[src/rtl/nibble_word_packer.sv]
// Narrow-to-wide gearbox: packs PORTB_DW-bit symbols into PORTA_DW-bit words,
// lane 0 in the LSBs, each word tagged with an auto-incrementing word address.
module nibble_word_packer #(
    parameter  int PORTB_DW = 4,
    parameter  int PORTA_DW = 16,
    parameter  int PORTA_AW = 8,
    localparam int RATIO    = PORTA_DW / PORTB_DW,
    localparam int LW       = $clog2(RATIO) + 1
) (
    input  logic                clk,
    input  logic                rst,
    input  logic                clr,
    input  logic                s_valid,
    output logic                s_ready,
    input  logic [PORTB_DW-1:0] s_data,
    input  logic                s_last,
    output logic                m_valid,
    input  logic                m_ready,
    output logic [PORTA_DW-1:0] m_data,
    output logic [PORTA_AW-1:0] m_addr,
    output logic [RATIO-1:0]    m_keep,
    output logic [LW-1:0]       lane_cnt
);

    localparam logic [LW-1:0] LAST_LANE = LW'(RATIO - 1);

    logic [PORTA_DW-1:0] r_acc;
    logic [LW-1:0]       r_lane;
    logic [PORTA_AW-1:0] r_wcnt;
    logic                r_mvalid;
    logic [PORTA_DW-1:0] r_mdata;
    logic [PORTA_AW-1:0] r_maddr;
    logic [RATIO-1:0]    r_mkeep;

    logic                w_beat;
    logic                w_close;
    logic [PORTA_DW-1:0] w_merged;
    logic [RATIO-1:0]    w_keep;

    assign s_ready  = !r_mvalid || m_ready;
    assign w_beat   = s_valid && s_ready;
    assign w_close  = w_beat && ((r_lane == LAST_LANE) || s_last);

    assign m_valid  = r_mvalid;
    assign m_data   = r_mdata;
    assign m_addr   = r_maddr;
    assign m_keep   = r_mkeep;
    assign lane_cnt = r_lane;

    // Accumulator with the incoming symbol merged into the current lane, and
    // the thermometer mask of lanes filled once this beat lands.
    always_comb begin
        w_merged = r_acc;
        w_keep   = '0;
        for (int i = 0; i < RATIO; i++) begin
            if (r_lane == LW'(i)) begin
                w_merged[i*PORTB_DW +: PORTB_DW] = s_data;
            end
            w_keep[i] = (LW'(i) <= r_lane);
        end
    end

    // clr outranks every handshake, so a beat in the clr cycle is discarded.
    always_ff @(posedge clk or posedge rst) begin
        if (rst) begin
            r_acc    <= '0;
            r_lane   <= '0;
            r_wcnt   <= '0;
            r_mvalid <= 1'b0;
            r_mdata  <= '0;
            r_maddr  <= '0;
            r_mkeep  <= '0;
        end else if (clr) begin
            r_acc    <= '0;
            r_lane   <= '0;
            r_wcnt   <= '0;
            r_mvalid <= 1'b0;
        end else begin
            if (r_mvalid && m_ready) begin
                r_mvalid <= 1'b0;
            end
            if (w_close) begin
                r_mdata  <= w_merged;
                r_mkeep  <= w_keep;
                r_maddr  <= r_wcnt;
                r_mvalid <= 1'b1;
                r_wcnt   <= r_wcnt + PORTA_AW'(1);
                r_lane   <= '0;
                r_acc    <= '0;
            end else if (w_beat) begin
                r_acc    <= w_merged;
                r_lane   <= r_lane + LW'(1);
            end
        end
    end

endmodule

[config.mk]
export PLATFORM = sky130hd
export DESIGN_NAME = nibble_word_packer
export DESIGN_NICKNAME = d
export VERILOG_FILES = /design/src/rtl/nibble_word_packer.sv
export SDC_FILE = /design/constraint.sdc
export NUM_CORES = 1
export LEC_CHECK = 0
export ABC_AREA = 0
export BUFFER_PORTS_ARGS = -buffer_cell sky130_fd_sc_hd__buf_4
export CAP_MARGIN = 20
export CORE_ASPECT_RATIO = 1.4
export CORE_MARGIN = 1
export CORE_UTILIZATION = 45
export CTS_BUF_LIST = sky130_fd_sc_hd__clkbuf_16
export DETAILED_ROUTE_END_ITERATION = 10
export PLACE_DENSITY = 0.66
export SYNTH_ARGS = -nofsm -noshare
export SYNTH_HDL_FRONTEND = slang
export SYNTH_SLANG_ARGS = --single-unit
[constraint.sdc]
create_clock -name clk -period 3.2 [get_ports clk]
set_clock_uncertainty 0.15 [all_clocks]
set_input_delay 0.16 -clock clk [delete_from_list [all_inputs] [get_ports clk]]
set_output_delay 0.16 -clock clk [all_outputs]
set_load 0.05 [all_outputs]
### After elaboration in Yosys (flattened, before gate mapping)

Index checks and enable logic that the tools add are counted.

| word-level totals | value |
|---|---|
| bits in registers | 56 |
| bits of input ports | 10 |
| output and inout bits | 33 |
| word-level logic and storage cells | 43 |

| cells by class | value |
|---|---|
| add/subtract/negate cells | 2 |
| order comparisons | 4 |
| eq/ne operators | 3 |
| multiplexer cells | 15 |
| bitwise operators | 1 |
| reduce and logical (&&, ||, !) cells | 11 |

Operators with widths:

| operator | number |
|---|---|
| 16-bit 2-to-1 mux | 3 |
| 4-bit 2-to-1 mux | 4 |
| 8-bit 2-to-1 mux | 2 |
| 3-bit 2-to-1 mux | 3 |
| 8-bit by 1-bit adder with 8-bit output (second input constant) | 1 |
| 3-bit by 2-bit equality test with 1-bit output (second input constant) | 2 |
| 1-bit by 3-bit less-or-equal comparator with 1-bit output (first input constant) | 2 |
| 2-bit by 3-bit less-or-equal comparator with 1-bit output (first input constant) | 2 |
| 3-bit nonzero test | 2 |
| 3-bit by 1-bit adder with 3-bit output (second input constant) | 1 |
| 3-bit by 1-bit equality test with 1-bit output (second input constant) | 1 |
| 1-bit logical AND | 3 |
| 3-bit logical NOT | 1 |
| 1-bit 2-to-1 mux | 3 |
| 1-bit logical OR | 2 |
| 2-bit AND reduction | 1 |
| 2-bit nonzero test | 1 |
| 1-bit logical NOT | 1 |
| 1-bit inverter | 1 |

### Longest topological paths before layout

| depth | value |
|---|---|
| depth in word-level cells | 6 |
| depth in mapped cells | 8 |
| gate-level depth less buffers | 6 |

### Worst setup path after synthesis

OpenSTA, ideal clock, no wires.

| timing | value |
|---|---|
| path kind | reg2reg |
| start point | register r_lane[1] (netlist: lane_cnt[1]) |
| end point | register r_maddr[0] (netlist: m_addr[0]) |
| setup time | 0.125 ns |
| arrival time | 1.885 ns |
| data required time | 2.925 ns |
| slack | 1.040 ns |
| cell stages (with the launch flop) | 7 |
| buffers on the path | 3 |
| period minus slack after synthesis | 2.160 ns |
| cells stage by stage | dfrtp_1 > buf_4 > and3b_1 > buf_6 > o2111ai_2 > buf_4 > mux2_2 |

| on the way | value |
|---|---|
| longest elaborated chain between the ends | 4 |

RTL lines:

| what | line | text |
|---|---|---|
| from (decl) | 28 | `logic [LW-1:0] r_lane;` |
| from (signal assigned) | 92 | `r_lane <= r_lane + LW'(1);` |
| 3-bit by 2-bit equality test with 1-bit output | 42 | `assign w_close = w_beat && ((r_lane == LAST_LANE) \|\| s_last);` |
| 1-bit logical OR | 42 |  |
| 1-bit logical AND | 42 |  |
| 2-bit AND reduction (no line) | -- |  |
| to (signal assigned) | 85 | `r_maddr <= r_wcnt;` |
| to (decl) | 32 | `logic [PORTA_AW-1:0] r_maddr;` |

No other way between the ends.
A chain may end at the register's enable or synchronous reset.

### Worst setup path after layout

| timing | value |
|---|---|
| start point | register r_lane[2] (netlist: lane_cnt[2]) |
| end point | register r_mdata[0] (netlist: m_data[0]) |

| on the way | value |
|---|---|
| longest elaborated chain between the ends | 4 |
| elaborated cells between the ends (all ways) | 6 |
| classes of those cells | eq/ne (1); mux (1); reduce/logical (4) |

RTL lines:

| what | line | text |
|---|---|---|
| 3-bit by 2-bit equality test with 1-bit output | 42 |  |
| 1-bit logical OR | 42 |  |
| 1-bit logical AND | 42 |  |
| 2-bit AND reduction (no line) | -- |  |
| to (signal assigned) | 83 | `r_mdata <= w_merged;` |
| to (decl) | 31 | `logic [PORTA_DW-1:0] r_mdata;` |

Several ways; a longest one is shown, not always the timed one.

==> results.md <==
* Outcome: finished, final reports clean
* Core area at roughly 0.0055 sq mm
* Largest net degree at the start of global routing at 38
* Post_cts resized at 0
* CP Launch Type: flop
* Synthesis Warnings at 0
* Worst endpoint required time at approximately 3.2 ns
* I/O Buffers at between 40 and 50
* Placer Congestion at ~0.88
* Die area at between 0.005 and 0.006 sq mm
* Final count of hold timing violations at 0
* # IOs at 43
* CP max FO at 30
* Synth unique cells at 37
* H-Tree Depth at 2
* Min-Delay Path Depth at 2
* Peak VDD IR at 0.2198 mV
* Initial DRC count at 96
* Final instance area at 0.003027 sq mm
* Number of buffers created by CTS at 5
* Total gr overflow at 0
* Die width at around 65 um
* Clock tree from TritonCTS: done
* Final Power at roughly 1.5 mW
* First-pass GRT wire length at 9004 um
* Reg2Reg Launch Point: lane_cnt[2]
* WHS Endpoint: r_acc[4]
* Wire per inst at between 15 and 20 um
* Reg clk slew, reported paths at approximately 0.060 ns
* WP data arrival at between 2 and 2.5 ns
* Leakage power total at around 1.4 nW
* Die H at about 91 um
* Final core utilization at 0.5518
* Nets at around 300
* All-Layer GR Usage at 0.1967
* Register bit total from synthesis at 56
* Synthesized Nets at 262
* Layout cells sized above 1 at 0.2098
* Final ANT Viol Nets at 0
* Worst-Skew Late Latency at 0.29 ns
* Worst slack, placed at a little over 0.9 ns
* F_max at 0.4425 GHz
* Fill cells at 514
* Diodes inserted at 0
* Initial antenna violation count at 0
* Setup TNS at 0 ns
* Slew @ Worst Pin at roughly 0.78 ns
* Root Buffer: clkbuf_16
* Max-Cap Viols at 0
* Flop2flop setup slack at about 0.94 ns
* # DRC at 0
* Final setup viols at 0
* Final-report max-slew violation count at 0
* Area grow syn2layout at 19.52%
* DP Cell Count at between 300 and 400
* Initial Utilization at 0.4617
* Fin cells at 354
* Average size of a mapped cell at between 10 and 15 sq um
* Vias/cell at ~5.4
* Pwr/cell area at roughly 500 mW/mm^2
* DRT Pass-1 Iters at 4
* Final min period at 2.260 ns
* Worst Path Class, Setup: reg -> reg
* Worst setup EP type: flop
* FP Rows at 32
* Detailed Route WL at 5329 um
* WHS at about 0.014 ns
* Reg2Reg Capture Point: m_data[0]
* CTS Buffer Depth at 2
* Syn Std Cell Area at approximately 0.0025 sq mm
* Min-Delay Startpoint: s_data[0]
* Placed inst area at just under 0.003 sq mm
* Overall via count from detail_route at approximately 1,900
* Sequential share of the synthesized area at 0.5534
* Worst rel slew slack at 0.4775
* Worst hold path type: in -> reg
* Final period utilization at 0.7061
* DP HPWL at about 3800 um
* Post-Synthesis Cells at approximately 250
* Vias in the first global route at roughly 1,900
* RSZ-0062 raised after global routing: no
* # clock sinks at 56
* Reg2Reg Depth at 4
* Setup slack after layout at 0.9404 ns
-- cell type report --
type                    instances  area (sq um)  area share
clock buffers                   5         125.1     0.04134
clock inverters                 3         11.26    0.003721
inverters                      15         56.30     0.01860
multi-input cells             162          1007      0.3328
flip-flops and latches         56          1401      0.4630
well taps                      68         85.08     0.02811
repair buffers                 45         340.3      0.1124
-- cells by family after synthesis --
logic type,after synthesis,share of synthesized area
adder cells (fa/ha/maj),4,0.01976
flip-flops,56,0.5534
AND/OR/NAND/NOR,79,0.1477
XOR/XNOR,2,0.006918
multiplexers,16,0.06670
AO/OA/AOI/OAI,61,0.1522
buffers and inverters,30,0.05336
-- critical path, stage by stage, from the launching register on --
cell and delay, ns:
dfrtp_1 0.54, and3b_1 0.35, o2111ai_4 0.56, buf_4 0.38, o21ai_0 0.14
-- flip-flops by register name, summed over array words and instances (netlist names) --
signal	flops
r_acc	16
m_data	16
m_addr	8
lane_cnt	3
m_valid	1
m_keep	4
r_wcnt	8
-- power breakdown --
part           internal, mW  switching (mW)
Combinational        0.0684           0.173
Sequential            0.736          0.0177
Clock                 0.282           0.232
-- synth_stat cells, drive strengths merged --
library cell | count | area [sq um]
dfrtp | 56 | 1401
nand2 | 31 | 116.4
o21ai | 27 | 135.1
a21oi | 17 | 85.08
nor2 | 17 | 63.81
inv | 14 | 52.55
buf | 10 | 60.05
mux2i | 9 | 90.09
o32ai | 8 | 70.07
mux2 | 7 | 78.83
nand3 | 7 | 35.03
clkbuf | 5 | 18.77
nor3 | 5 | 30.03
a22o | 4 | 35.03
and3 | 4 | 25.02
ha | 4 | 50.05
nor2b | 3 | 18.77
or4 | 3 | 22.52
o2111ai | 2 | 23.77
o31ai | 2 | 15.01
or3 | 2 | 12.51
and2 | 1 | 6.260
and3b | 1 | 8.760
and4 | 1 | 8.760
clkinv | 1 | 3.750
nand2b | 1 | 6.260
nand3b | 1 | 7.510
nand4 | 1 | 6.260
nor4 | 1 | 6.260
o211ai | 1 | 21.27
xnor2 | 1 | 8.760
xor2 | 1 | 8.760
-- layout by cell type, fill, tap and decap left out, types with 2 or more instances in the layout --
cell,count
nor2_1,17
inv_1,15
a21oi_1,17
mux2_2,7
o21ai_0,27
a22o_1,4
clkbuf_16,5
o31ai_1,2
nor2b_1,3
buf_4,44
clkinv_1,2
and3_1,4
nor3_1,4
dfrtp_1,56
o32ai_1,8
mux2i_1,9
nand3_1,7
or4_1,3
nand2_1,31
ha_1,4
or3_1,2
-- worst max-delay path by stage --
stage	to	cells past startpoint	start	slack, ns
detailed placement	m_data[0]	4	lane_cnt[2]	0.93
CTS	m_data[0]	4	lane_cnt[2]	0.91
floorplan	m_addr[0]	6	lane_cnt[1]	1.04
global route	m_data[3]	5	lane_cnt[2]	0.71
global placement	m_data[13]	4	lane_cnt[2]	0.98
finish	m_data[0]	4	lane_cnt[2]	0.94
-- repair_timing --
item | 4_1_cts | 5_1_grt
endpoints found under the hold margin | 36 | 0
buffers inserted | 0 | 0
hold buffers | 1 | 0
-- layer usage --
layer,part of all wire,track usage,wire length (um),vias up
met5,0,0,0,-
met4,0.024,0.09239,130,0
met3,0.028,0.04167,148,12
met2,0.51,0.3162,2707,37
met1,0.44,0.2477,2343,943
li1,-,-,-,933
Power figures use the tool's default switching activity.
